==> src/rtl/bpred_update_queue_if.sv <==
// Handshake bundle between branch resolution, the update queue and the gshare predictor.
// master drives the resolve ports and flush/hold; slave is the queue itself.
interface bpred_update_queue_if #(
    parameter int PC_BITS = 32,
    parameter int DEPTH   = 4
);
    logic                       valid_a;
    logic [PC_BITS-1:0]         pc_a;
    logic                       taken_a;
    logic                       ready_a;
    logic                       valid_b;
    logic [PC_BITS-1:0]         pc_b;
    logic                       taken_b;
    logic                       ready_b;
    logic                       flush;
    logic                       hold;
    logic                       upd_wr_en;
    logic [PC_BITS-1:0]         upd_pc;
    logic                       upd_taken;
    logic [$clog2(DEPTH):0]     occupancy;

    modport master (
        output valid_a, pc_a, taken_a, valid_b, pc_b, taken_b, flush, hold,
        input  ready_a, ready_b, upd_wr_en, upd_pc, upd_taken, occupancy
    );

    modport slave (
        input  valid_a, pc_a, taken_a, valid_b, pc_b, taken_b, flush, hold,
        output ready_a, ready_b, upd_wr_en, upd_pc, upd_taken, occupancy
    );
endinterface

==> src/rtl/bpred_update_queue.sv <==
// In-order queue of branch-resolution updates (two pushes per cycle, A older than B),
// drained one entry per cycle into the single write port of the gshare predictor.
module bpred_update_queue #(
    parameter int PC_BITS = 32,
    parameter int DEPTH   = 4
) (
    input  logic                    clk,
    input  logic                    rst,
    bpred_update_queue_if.slave     bus
);
    localparam int PW = $clog2(DEPTH);
    localparam int CW = PW + 1;

    typedef struct packed {
        logic [PC_BITS-1:0] pc;
        logic               taken;
    } entry_t;

    entry_t          mem_q [DEPTH];
    logic [PW-1:0]   rd_ptr_q, rd_ptr_d;
    logic [PW-1:0]   wr_ptr_q, wr_ptr_d;
    logic [CW-1:0]   count_q,  count_d;
    logic [PW-1:0]   slot_b;
    logic            acc_a, acc_b, drain;

    // Readiness looks only at the registered count; a same-cycle drain gives no credit.
    assign bus.ready_a = ~bus.flush & (count_q <= CW'(DEPTH - 1));
    assign bus.ready_b = ~bus.flush & (count_q <= CW'(DEPTH - 2));

    assign acc_a  = bus.valid_a & bus.ready_a;
    assign acc_b  = bus.valid_b & bus.ready_b & ~(bus.valid_a & ~bus.ready_a);
    assign slot_b = wr_ptr_q + PW'(acc_a);
    assign drain  = (count_q != '0) & ~bus.hold & ~bus.flush;

    assign bus.upd_wr_en = drain;
    assign bus.upd_pc    = mem_q[rd_ptr_q].pc;
    assign bus.upd_taken = mem_q[rd_ptr_q].taken;
    assign bus.occupancy = count_q;

    always_comb begin
        rd_ptr_d = rd_ptr_q;
        wr_ptr_d = wr_ptr_q;
        count_d  = count_q;
        if (bus.flush) begin
            rd_ptr_d = '0;
            wr_ptr_d = '0;
            count_d  = '0;
        end else begin
            rd_ptr_d = rd_ptr_q + PW'(drain);
            wr_ptr_d = wr_ptr_q + PW'(acc_a) + PW'(acc_b);
            count_d  = count_q + CW'(acc_a) + CW'(acc_b) - CW'(drain);
        end
    end

    always_ff @(posedge clk) begin
        if (rst) begin
            rd_ptr_q <= '0;
            wr_ptr_q <= '0;
            count_q  <= '0;
        end else begin
            rd_ptr_q <= rd_ptr_d;
            wr_ptr_q <= wr_ptr_d;
            count_q  <= count_d;
        end
    end

    // Payload storage carries no reset; slots are only read while count marks them valid.
    always_ff @(posedge clk) begin
        if (acc_a) begin
            mem_q[wr_ptr_q] <= '{pc: bus.pc_a, taken: bus.taken_a};
        end
        if (acc_b) begin
            mem_q[slot_b] <= '{pc: bus.pc_b, taken: bus.taken_b};
        end
    end

    a_no_overflow: assert property (@(posedge clk) disable iff (rst)
        (int'(count_q) + int'(acc_a) + int'(acc_b) <= DEPTH));
    a_no_underflow: assert property (@(posedge clk) disable iff (rst)
        !(drain && (count_q == '0)));
    a_b_follows_a: assert property (@(posedge clk) disable iff (rst)
        !(bus.valid_a && !bus.ready_a && acc_b));
endmodule

==> src/flat_wrapper.sv <==
// flat-port wrapper written by rule: the top's interface ports become plain ports
module bpred_update_queue_flat 
#(
    parameter int PC_BITS = 32,
    parameter int DEPTH   = 4
)
  (clk, rst, bus_valid_a, bus_pc_a, bus_taken_a, bus_valid_b, bus_pc_b, bus_taken_b, bus_flush, bus_hold, bus_ready_a, bus_ready_b, bus_upd_wr_en, bus_upd_pc, bus_upd_taken, bus_occupancy);
  bpred_update_queue_if #(.PC_BITS(PC_BITS), .DEPTH(DEPTH)) bus_i ();
  input  logic clk;
  input  logic rst;
  input wire logic [$bits(bus_i.valid_a)-1:0] bus_valid_a;
  input wire logic [$bits(bus_i.pc_a)-1:0] bus_pc_a;
  input wire logic [$bits(bus_i.taken_a)-1:0] bus_taken_a;
  input wire logic [$bits(bus_i.valid_b)-1:0] bus_valid_b;
  input wire logic [$bits(bus_i.pc_b)-1:0] bus_pc_b;
  input wire logic [$bits(bus_i.taken_b)-1:0] bus_taken_b;
  input wire logic [$bits(bus_i.flush)-1:0] bus_flush;
  input wire logic [$bits(bus_i.hold)-1:0] bus_hold;
  output wire logic [$bits(bus_i.ready_a)-1:0] bus_ready_a;
  output wire logic [$bits(bus_i.ready_b)-1:0] bus_ready_b;
  output wire logic [$bits(bus_i.upd_wr_en)-1:0] bus_upd_wr_en;
  output wire logic [$bits(bus_i.upd_pc)-1:0] bus_upd_pc;
  output wire logic [$bits(bus_i.upd_taken)-1:0] bus_upd_taken;
  output wire logic [$bits(bus_i.occupancy)-1:0] bus_occupancy;
  assign bus_i.valid_a = bus_valid_a;
  assign bus_i.pc_a = bus_pc_a;
  assign bus_i.taken_a = bus_taken_a;
  assign bus_i.valid_b = bus_valid_b;
  assign bus_i.pc_b = bus_pc_b;
  assign bus_i.taken_b = bus_taken_b;
  assign bus_i.flush = bus_flush;
  assign bus_i.hold = bus_hold;
  assign bus_ready_a = bus_i.ready_a;
  assign bus_ready_b = bus_i.ready_b;
  assign bus_upd_wr_en = bus_i.upd_wr_en;
  assign bus_upd_pc = bus_i.upd_pc;
  assign bus_upd_taken = bus_i.upd_taken;
  assign bus_occupancy = bus_i.occupancy;
  bpred_update_queue #(.PC_BITS(PC_BITS), .DEPTH(DEPTH)) u_core (.clk(clk), .rst(rst), .bus(bus_i));
endmodule
==> config.mk <==
export PLATFORM = sky130hd
export DESIGN_NAME = bpred_update_queue_flat
export DESIGN_NICKNAME = d
export VERILOG_FILES = /design/src/rtl/bpred_update_queue_if.sv /design/src/rtl/bpred_update_queue.sv /design/src/flat_wrapper.sv
export SDC_FILE = /design/constraint.sdc
export NUM_CORES = 1
export LEC_CHECK = 0
export ABC_CLOCK_PERIOD_IN_PS = 4600
export CORE_ASPECT_RATIO = 1.1
export CORE_MARGIN = 2
export CORE_UTILIZATION = 40
export CTS_CLUSTER_DIAMETER = 50
export DETAILED_ROUTE_END_ITERATION = 8
export PLACE_DENSITY = 0.61
export SLEW_MARGIN = 20
export SYNTH_ARGS = -nofsm -noshare
export SYNTH_HDL_FRONTEND = slang
export SYNTH_SLANG_ARGS = --single-unit
==> constraint.sdc <==
create_clock -name clk -period 4.6 [get_ports clk]
set_input_delay 0.92 -clock clk [delete_from_list [all_inputs] [get_ports clk]]
set_output_delay 0.92 -clock clk [all_outputs]
set_load 0.01 [all_outputs]
### Word-level counts from Yosys, hierarchy flattened

Memory sizes are Yosys's and may differ from the RTL's. A register that Yosys moved wholly into a read port is not among the register bits.
Cells that the tools add are included.

| word-level totals | value |
|---|---|
| flip-flop bits (word level) | 7 |
| RAM bits | 132 |
| bits of input ports | 72 |
| output and inout port bits | 39 |
| memories | 1 |

| cells by class | value |
|---|---|
| add/subtract/negate cells | 6 |
| order comparisons | 2 |
| mux-type cells | 5 |
| bitwise gates (word level) | 12 |
| reduce and logical (&&, ||, !) cells | 2 |

Memories:

| memory | words | bits a word | read ports | clocked after Yosys merged registers in | write ports | line | RTL |
|---|---|---|---|---|---|---|---|
| u_core.mem_q | 4 | 33 | 1 | 1 | 2 | bpred_update_queue.sv:19 | `entry_t mem_q [DEPTH];` |

Operators by type and width:

| operator | count |
|---|---|
| $and A1 B1 Y1 | 8 |
| $add A2 B1 Y2 | 3 |
| $add A3 B1 Y3 | 2 |
| $le A3 B2 Y1 const B | 2 |
| $mux W1 | 4 |
| $not A1 Y1 | 4 |
| $reduce_bool A3 Y1 | 1 |
| $sub A3 B1 Y3 | 1 |
| $mux W2 | 1 |
| $reduce_or A2 Y1 | 1 |

### Longest topological paths before layout

Gate-level depths: netlist (run 1).

| depth | value |
|---|---|
| word-level depth | 8 |
| mapped depth | 13 |
| gate-level depth less buffers | 11 |

### Least setup slack after synthesis (run 1)

OpenSTA, ideal clock, no wires.

| path | value |
|---|---|
| path type | input -> register |
| from | in bus_flush |
| to | mem u_core.mem_q[3][0] (netlist name), enable pin |
| library setup time | 469 ps |
| arrival | 4085 ps |
| slack | 46 ps |
| stages | 6 |
| path buffers | 1 |
| cells stage by stage | buf_6 -> nor3_1 -> nand2_1 -> inv_1 -> nand2_1 -> o21ai_0 |

RTL lines:

| item | line | RTL |
|---|---|---|
| start: declaration | flat_wrapper.sv:17 | `input wire logic [$bits(bus_i.flush)-1:0] bus_flush;` |
| end: declaration | bpred_update_queue.sv:19 |  |

### Final worst setup path (run 1)

| path | value |
|---|---|
| from | in bus_flush |
| to | out bus_ready_b |

| on the way | value |
|---|---|
| word-level cells in the longest chain between the ends | 2 |

Ends and longest elaborated chain:

| item | line | RTL |
|---|---|---|
| $not A1 Y1 | bpred_update_queue.sv:28 | `assign bus.ready_b = ~bus.flush & (count_q <= CW'(DEPTH - 2));` |
| $and A1 B1 Y1 | bpred_update_queue.sv:28 |  |
| end: declaration | flat_wrapper.sv:20 | `output wire logic [$bits(bus_i.ready_b)-1:0] bus_ready_b;` |

No other way between the ends.

==> results of run 1 <==
==> state kept, by name, summed over array words and instances (netlist names) <==
register and cells:
u_core.wr_ptr_q 2, u_core.rd_ptr_q 2, u_core.mem_q 132, u_core.bus.occupancy 3
==> where the power goes <==
group          total (W)  leakage [nW]  switching (W)  internal, W
clock            0.00115         0.237       0.000484     0.000669
combinational   0.000494          1.62       0.000203     0.000291
sequential       0.00149          1.27      0.0000193      0.00147
==> per-stage QoR <==
stage | worst slack, ns | instance area, µm² | total power [W] | util | hold slack, ns
after floorplan | 0.04577 | 7258 | 0.001796 | - | 0.5369
after global placement | 0.6067 | 8581 | 0.002006 | 0.4837 | 0.7244
after detailed placement | 0.4824 | 8581 | 0.002017 | 0.4837 | 0.7705
after CTS | 0.8197 | 9069 | 0.003178 | 0.5112 | 0.7801
after global routing | 0.7126 | 9069 | 0.003256 | 0.5112 | 0.8112
final | 0.8364 | 9069 | 0.003136 | 0.5112 | 0.7822
==> worst register-to-register path, stage by stage (launching register included) <==
cell and delay (ns):
dfxtp_1 0.45, inv_1 0.12, ha_1 0.18, and3b_1 0.18, nor3_1 0.21, nand2_1 0.19, inv_1 0.14, ha_1 0.17
xor2_1 0.33, and2_1 0.18, and4_2 0.27, o21bai_4 0.39, buf_4 0.31
==> worst paths after layout <==
path / end / start / slack, ns / cells past startpoint
worst max-delay path: bus_ready_b / bus_flush / 0.84 / 3
worst max register to register: u_core.mem_q[2][7] / u_core.bus.occupancy[2] / 1.19 / 12
worst min-delay path: u_core.bus.occupancy[0] / u_core.bus.occupancy[0] / 0.78 / 3
worst min register to register: u_core.bus.occupancy[0] / u_core.bus.occupancy[0] / 0.78 / 3
==> cell families (layout without fill, tap and decap cells) <==
logic type               Yosys count  in the layout  share of synthesized area
AO/OA/AOI/OAI                      7              7                   0.009654
XOR/XNOR                           4              4                   0.004828
adder cells (fa/ha/maj)            8              8                    0.01586
buffers and inverters             33            159                    0.04034
flip-flops                       139            139                     0.5654
multiplexers                     165            165                     0.3424
AND/OR/NAND/NOR                   22             22                    0.02155
==> Yosys cell counts, types with 2 or more instances <==
cell type  count  area [µm²]
edfxtp_1     132        3964
mux2_4        68        1021
mux2_2        64       720.7
mux4_2        33       743.2
inv_1         10       37.54
buf_6          9       101.4
dfxtp_1        7       140.1
buf_12         6       120.1
ha_1           6       75.07
and2_1         5       31.28
nor3_1         5       25.02
clkbuf_1       4       15.01
buf_2          3       15.01
nor2_1         3       11.26
and4_1         2       17.52
fa_1           2       40.04
nand2_1        2       7.510
nand4_4        2       42.54
xnor2_1        2       17.52
xor2_1         2       17.52
==> cell type report <==
| cell class | instances | area (µm²) | area share |
|---|---|---|---|
| repair buffers | 120 | 1239 | 0.1366 |
| clock inverters | 10 | 55.05 | 0.006071 |
| clock buffers | 19 | 432.9 | 0.04774 |
| multi-input cells | 206 | 2900 | 0.3198 |
| well taps | 238 | 297.8 | 0.03284 |
| inverters | 10 | 37.54 | 0.004139 |
| flip-flops and latches | 139 | 4106 | 0.4528 |
==> routing by layer <==
layer	routed length (µm)	track usage
met5	0	0
met1	6351	0.1984
met2	8474	0.3044
met3	595	0.04053
met4	213	0.05860
==> results_dict.tcl, run 1 <==
set metrics [dict create \
    htree_num_levels 4 \
    die_h_um 145.3 \
    max_freq_mhz 265.7 \
    peakVddDrop_v 0.0002417 \
    cp.buffers_inverters 2 \
    skew_ns 0.006274 \
    drc 0 \
    fin_crit_sh 0.8182 \
    final_cell_mix "132 x edfxtp_1, 110 x clkdlybuf4s50_1, 68 x mux2_4" \
    arrival_ns 2.84 \
    status "finished, final reports clean" \
    row_count 51 \
    crit_top_cell "clkdlybuf4s50_1" \
    post_cts_buffers 0 \
    setup.worst_path.class "input pin to primary output" \
    drt_iter0_drc 158 \
    synth-edff-count 132 \
    postSynthCellCount 378 \
    vias 3818 \
    synth.avg_cell_area_um2 19.20 \
    worstPathCellList "clkdlybuf4s50_1 -> o41ai_4 -> clkdlybuf4s50_1" \
    synth_ff_type "edfxtp_1" \
    die_w_um 132.4 \
    rsz0062_at_grt "no" \
    hold_viol_final 0 \
    hpwlAfterDp_um 9861 \
    slew_headroom 0.2900 \
    tightest_slew_ns 1.065 \
    track_usage 0.1700 \
    final_common_cell "edfxtp_1" \
    tritoncts "done" \
    crit_family "buffers and inverters" \
    grt_max_degree 35 \
    port_buffers 110 \
    cts-buffers-inserted 17 \
    wl_um 15630 \
    insertion_delay_ns 0.41 \
    cp-start-kind "input pin" \
    ys_seq_elements 139 \
    vias_per_cell 5.146 \
    area_delta_synth_final_pct 24.94 \
    dp.cells 713 \
    leakage_nw 3.119 \
    cts_buffer_depth 2 \
    cp-end-kind "primary output" \
    synth_nets 458 \
    cp_max_fo 9 \
    fin_nets 574 \
    n_antenna_cell 0 \
    core_mm2 0.01774 \
    tns_ns 0 \
    grt_antenna_before_repair 1 \
    post_drt_wl_per_cell_um 21.07 \
    drive_gt1_frac 0.4167 \
    fin_crit_ns 3.764 \
    cp.required_ns 3.68 \
    critPathSlowestCell "o41ai_4" \
    synth.yosys.warnings 0 \
    path_clk_slew_ns 0.06 \
    hp-class "flip-flop to flip-flop" \
    synth-seq-area-share 0.5654 \
    root_buffer "clkbuf_16" \
    drv_slew 0 \
    ys_types 31 \
    die_area_mm2 0.01924 \
    p_per_area_mw_per_mm2 345.8 \
    grt_pass1_wl_um 24360 \
    grt_pass1_vias 4252 \
    gp_congestion 0.7388 \
    finalSetupViolations 0 \
    final_cell_count_no_fill 742 \
    ant_nets 0 \
    cts_resized 0 \
    ys_async_sr_fraction 0 \
    clock_sinks 139 \
    max_stage_delay_ns 0.69 \
    fillCellCount 1516 \
    globalRouteOverflowTotal 0 \
    postCtsHoldBufs 0 \
    start_util 0.4092 \
    max_cap_violations 0 \
    io_pins 111 \
    drtPass1Iterations 4 \
    synth_area_mm2 0.007258 \
]
(Power assumes the default switching activity.)
==> inputs of run 2 (changes only) <==
--- a/config.mk
+++ b/config.mk
@@ -5,13 +5,13 @@
 export SDC_FILE = /design/constraint.sdc
 export NUM_CORES = 1
 export LEC_CHECK = 0
-export ABC_CLOCK_PERIOD_IN_PS = 4600
+export ABC_CLOCK_PERIOD_IN_PS = 3200
 export CORE_ASPECT_RATIO = 1.1
 export CORE_MARGIN = 2
 export CORE_UTILIZATION = 40
 export CTS_CLUSTER_DIAMETER = 50
 export DETAILED_ROUTE_END_ITERATION = 8
-export PLACE_DENSITY = 0.61
+export PLACE_DENSITY = 0.64
 export SLEW_MARGIN = 20
 export SYNTH_ARGS = -nofsm -noshare
 export SYNTH_HDL_FRONTEND = slang
==> constraint.sdc (replaced) <==
create_clock -name clk -period 3.2 [get_ports clk]
set_input_delay 0.64 -clock clk [delete_from_list [all_inputs] [get_ports clk]]
set_output_delay 0.64 -clock clk [all_outputs]
set_load 0.01 [all_outputs]
==> results_dict.tcl, run 2 (synthesis gave the netlist of run 1 again) <==
set metrics [dict create \
    die_h_um 145.3 \
    n_antenna_cell 0 \
    comb_power_share 0.158 \
    start_util 0.4092 \
    cts-buffers-inserted 17 \
    critPathSlowestCell "clkdlybuf4s50_1" \
    post_cts_buffers 0 \
    globalRouteOverflowTotal 0 \
    min_path_cells 3 \
    track_usage 0.1746 \
    grt_max_degree 25 \
    regToRegSetupSlack_ns 0.25 \
    cp.required_ns 2.56 \
    p_sw_frac 0.2234 \
    row_count 51 \
    cp-end-kind "primary output" \
    worstHoldStart "u_core.bus.occupancy[0]" \
    intPower_w 0.003780 \
    die_w_um 132.4 \
    drc 0 \
    gp_congestion 0.7392 \
    p_per_area_mw_per_mm2 512.9 \
    crit_family "buffers and inverters" \
    finalSetupViolations 0 \
    setup.worst_path.class "input pin to primary output" \
    multi_input_area_mm2 0.002913 \
    fin_crit_ns 2.950 \
    hold_viol_final 0 \
    drtPass1Iterations 4 \
    leakage_nw 3.320 \
    root_buffer "clkbuf_16" \
    die_area_mm2 0.01924 \
    path_clk_slew_ns 0.05 \
    grt_antenna_before_repair 0 \
    io_pins 111 \
    htree_num_levels 4 \
    drv_slew 0 \
    cts_buffer_depth 2 \
    drt_iter0_drc 127 \
    min_to "u_core.bus.occupancy[0]" \
    hp-class "flip-flop to flip-flop" \
    fin_nets 594 \
    rr_worst_depth 12 \
    core_mm2 0.01774 \
    final_util 0.5348 \
    cp.buffers_inverters 4 \
    arrival_ns 2.31 \
    p_switching_w 0.001087 \
    r2r_end "u_core.mem_q[2][2]" \
    p_clk_frac 0.403 \
    tritoncts "done" \
    peakVddDrop_v 0.0003841 \
    vias_per_cell 5.228 \
    r2r_start "u_core.bus.occupancy[2]" \
    grt_pass1_wl_um 24890 \
    status "finished, final reports clean" \
    vias 3994 \
    drive_gt1_frac 0.4506 \
    slew_headroom 0.6612 \
    clock_sinks 139 \
    final_cell_mix "132 x edfxtp_1, 110 x clkdlybuf4s50_1, 68 x mux2_4" \
    max_cap_violations 0 \
    port_buffers 110 \
    max_stage_delay_ns 0.53 \
    largest_reg_flops 132 \
    fin_crit_sh 0.9218 \
    skew_ns 0.004864 \
    regArea_mm2 0.004106 \
    tightest_slew_ns 0.5082 \
    worstPathCellList "clkdlybuf4s50_1 -> buf_4 -> a311oi_1 -> buf_4 -> clkdlybuf4s50_1" \
    cp-start-kind "input pin" \
    grt_pass1_vias 4302 \
    top_register "u_core.mem_q" \
    pwr-share-seq 0.439 \
    tns_ns 0 \
    post_drt_wl_per_cell_um 21.16 \
    postCtsHoldBufs 0 \
    max_freq_mhz 339.0 \
    ant_nets 0 \
    fillCellCount 1486 \
    final_common_cell "edfxtp_1" \
    cts_resized 0 \
    wl_um 16170 \
    hpwlAfterDp_um 10730 \
    insertion_delay_ns 0.42 \
    cp_max_fo 8 \
    area_delta_synth_final_pct 30.72 \
]
==> run 2: cell count changes in the layout (fill, tap and decap cells not counted), sizes merged <==
cell | before | now
clkinv | 7 | 9
clkinvlp | 2 | 1
buf | 10 | 30
clkbuf | 19 | 18
bufinv | 0 | 3
inv | 11 | 10
==> run 2: how the worst max path moves through the flow <==
stage / from / cells after the start / endpoint / slack, ns
3_3_place_gp: bus_flush / 10 / u_core.mem_q[2][2] / -0.001
2_1_floorplan: u_core.bus.occupancy[2] / 13 / u_core.mem_q[2][0] / 0.03
5_1_grt: u_core.bus.occupancy[2] / 12 / u_core.mem_q[2][0] / -0.0004
6_report: bus_flush / 5 / bus_upd_wr_en / 0.25
3_5_place_dp: bus_flush / 10 / u_core.mem_q[2][32] / -0.03
4_1_cts: u_core.bus.occupancy[2] / 12 / u_core.mem_q[2][32] / 0.20
==> run 2: final cells by class <==
class / instances / share of cell area
Tap cell: 238 / 0.03139
Sequential cell: 139 / 0.4328
Inverter: 10 / 0.003956
Clock inverter: 13 / 0.01609
Clock buffer: 18 / 0.04523
Timing Repair Buffer: 140 / 0.1635
Multi-Input combinational cell: 206 / 0.3070
==> run 2: worst register-to-register path: stages (launching register included) <==
cell	delay, ns
dfxtp_1	0.45
inv_1	0.12
ha_1	0.19
and3b_1	0.18
nor3_2	0.13
nand2_1	0.09
inv_1	0.08
ha_1	0.19
xor2_2	0.23
and2_1	0.15
and4_2	0.28
buf_12	0.23
mux2_2	0.39
==> run 2: power groups by stage <==
stage / Combinational, W / Clock [W] / Sequential (W)
floorplan: 0.000416 / 0 / 0.00217
global placement: 0.000764 / 0 / 0.00217
detailed placement: 0.000774 / 0 / 0.00218
CTS: 0.000778 / 0.00200 / 0.00214
global route: 0.000816 / 0.00208 / 0.00215
finish: 0.000768 / 0.00196 / 0.00214
==> run 2: through the flow <==
step | cells | hold slack [ns] | power (W) | area (µm²) | setup slack (ns)
after floorplan | 378 | 0.5369 | 0.002584 | 7300 | 0.02720
after global placement | 733 | 0.7082 | 0.002934 | 8899 | -0.001249
after detailed placement | 733 | 0.7272 | 0.002951 | 8899 | -0.02516
after CTS | 764 | 0.7367 | 0.004917 | 9480 | 0.1977
after global routing | 764 | 0.7594 | 0.005039 | 9488 | -0.0003677
final | 764 | 0.7411 | 0.004867 | 9488 | 0.2503
==> run 2: routing by layer <==
| metal | routed length [µm] | vias up | global-route usage |
|---|---|---|---|
| li1 | - | 1800 | - |
| met1 | 6474 | 2088 | 0.2041 |
| met2 | 8923 | 92 | 0.3179 |
| met3 | 584 | 14 | 0.03739 |
| met4 | 183 | 0 | 0.05484 |
| met5 | 0 | - | 0 |
==> inputs of run 3 (changes only) <==
--- a/config.mk
+++ b/config.mk
@@ -16,3 +16,4 @@
 export SYNTH_ARGS = -nofsm -noshare
 export SYNTH_HDL_FRONTEND = slang
 export SYNTH_SLANG_ARGS = --single-unit
+export TNS_END_PERCENT = 1
==> results_dict.tcl, run 3 (synthesis gave the netlist of run 1 again) <==
set metrics [dict create \
    status "finished, final reports clean" \
    gp_congestion 0.7438 \
    cts-buffers-inserted 17 \
    clock_sinks 139 \
    leakage_nw 3.275 \
    max_stage_delay_ns 0.44 \
    rsz0062_at_grt "no" \
    core_mm2 0.01774 \
    fin_nets 592 \
    tightest_slew_ns 0.6864 \
    fillCellCount 1459 \
    final_cell_area_mm2 0.009417 \
    final_cell_count_no_fill 763 \
    dp.cells 731 \
    comb_power_share 0.162 \
    path_clk_slew_ns 0.06 \
    final_util 0.5308 \
    drtPass1Iterations 4 \
    drive_gt1_frac 0.4476 \
    n_antenna_cell 0 \
    hp-class "flip-flop to flip-flop" \
    hold_viol_final 0 \
    grt_pass1_wl_um 24820 \
    die_area_mm2 0.01924 \
    cts_buffer_depth 2 \
    final_common_cell "edfxtp_1" \
    root_buffer "clkbuf_16" \
    finalPower_w 0.004740 \
    pre_cts_slack_ns -0.05885 \
    insertion_delay_ns 0.42 \
    tritoncts "done" \
    vias_per_cell 5.228 \
    p_clk_frac 0.387 \
    htree_num_levels 4 \
    hpwlAfterDp_um 10460 \
    p_per_area_mw_per_mm2 503.3 \
    globalRouteOverflowTotal 0 \
    arrival_ns 3.14 \
    cp.required_ns 3.37 \
    top_register "u_core.mem_q" \
    p_sw_frac 0.2327 \
    slew_headroom 0.5393 \
    die_w_um 132.4 \
    fin_ws_ns 0.2322 \
    port_buffers 110 \
    p_switching_w 0.001103 \
    max_cap_violations 0 \
    drc 0 \
    grt_max_degree 22 \
    grt_antenna_before_repair 0 \
    wl_um 16020 \
    finalSetupViolations 0 \
    largest_reg_flops 132 \
    ant_nets 0 \
    fin_crit_ns 2.968 \
    area_delta_synth_final_pct 29.74 \
    cp_max_fo 12 \
    drt_iter0_drc 213 \
    critPathSlowestCell "dfxtp_1" \
    setup.worst_path.class "flip-flop to flip-flop" \
    final_cell_mix "132 x edfxtp_1, 110 x clkdlybuf4s50_1, 68 x mux2_4" \
    drv_slew 0 \
    cp-end-kind "flip-flop" \
    worstPathCellList "inv_1 -> ha_1 -> and3b_1 -> nor3_1 -> nand2_1 -> inv_1 -> ha_1 -> xor2_2 -> buf_4 -> nor2_1 -> and4_4 -> buf_12 -> mux2_2" \
    post_cts_buffers 0 \
    intPower_w 0.003637 \
    vias 3989 \
    io_pins 111 \
    start_util 0.4092 \
    row_count 51 \
    die_h_um 145.3 \
    track_usage 0.1734 \
    post_drt_wl_per_cell_um 20.99 \
    place_area_mm2 0.008853 \
    fin_crit_sh 0.9274 \
    grt_pass1_vias 4403 \
    max_freq_mhz 337.0 \
    peakVddDrop_v 0.0003740 \
    skew_ns 0.01377 \
    pwr-share-seq 0.451 \
    cp-start-kind "flip-flop" \
]
run 3: cell count changes in the layout (fill, tap and decap cells not counted), sizes merged:
cell / change
bufinv: -2
clkinvlp: +2
buf: -2
clkinv: -1
inv: +2
run 3: per-layer routing:
metal / track usage / up-vias / wire (µm)
met5: 0 / - / 0
met4: 0.06505 / 0 / 293
met3: 0.04612 / 19 / 755
met2: 0.3091 / 106 / 8539
met1: 0.1983 / 2068 / 6428
li1: - / 1796 / -
run 3: worst max-delay path: cells and delay by family (launching register included):
family,cells,cell delay [ns]
XOR/XNOR,1,0.10
multiplexers,1,0.34
flip-flops,1,0.44
buffers and inverters,4,0.54
adder cells (fa/ha/maj),2,0.39
AND/OR/NAND/NOR,5,0.90
run 3: what timing repair did:
| action | 4_1_cts | 5_1_grt |
|---|---|---|
| hold buffers | 0 | 0 |
| endpoints found under the setup margin | 0 | 36 |
| gates resized for setup | 0 | 3 |
run 3: final cells by class:
cell class	count	area (µm²)	share of cell area
flip-flops and latches	139	4106	0.4361
clock inverters	14	123.9	0.01315
clock buffers	18	429.2	0.04558
repair buffers	138	1511	0.1605
inverters	10	37.54	0.003986
well taps	238	297.8	0.03162
multi-input cells	206	2910	0.3091
run 3: power groups by stage:
stage / Combinational, W / Clock [W] / Sequential (W)
6_report: 0.000768 / 0.00184 / 0.00214
5_1_grt: 0.000819 / 0.00196 / 0.00214
4_1_cts: 0.000777 / 0.00187 / 0.00214
3_5_place_dp: 0.000772 / 0 / 0.00218
3_3_place_gp: 0.000762 / 0 / 0.00217
2_1_floorplan: 0.000414 / 0 / 0.00217
run 3: per-stage QoR:
stage          TNS [ns]  hold slack [ns]
2_1_floorplan    -6.692           0.5369
3_3_place_gp   -0.03719           0.7135
3_5_place_dp    -0.7240           0.7228
4_1_cts               0           0.7300
5_1_grt               0           0.7653
6_report              0           0.7327
run 3: worst paths after layout:
check        cells past startpoint  slack, ns                    start                       to
max                             13       0.23  u_core.bus.occupancy[2]      u_core.mem_q[0][32]
min reg2reg                      3       0.73  u_core.bus.occupancy[0]  u_core.bus.occupancy[0]
max reg2reg                     13       0.23  u_core.bus.occupancy[2]      u_core.mem_q[0][32]
min                              3       0.73  u_core.bus.occupancy[0]  u_core.bus.occupancy[0]
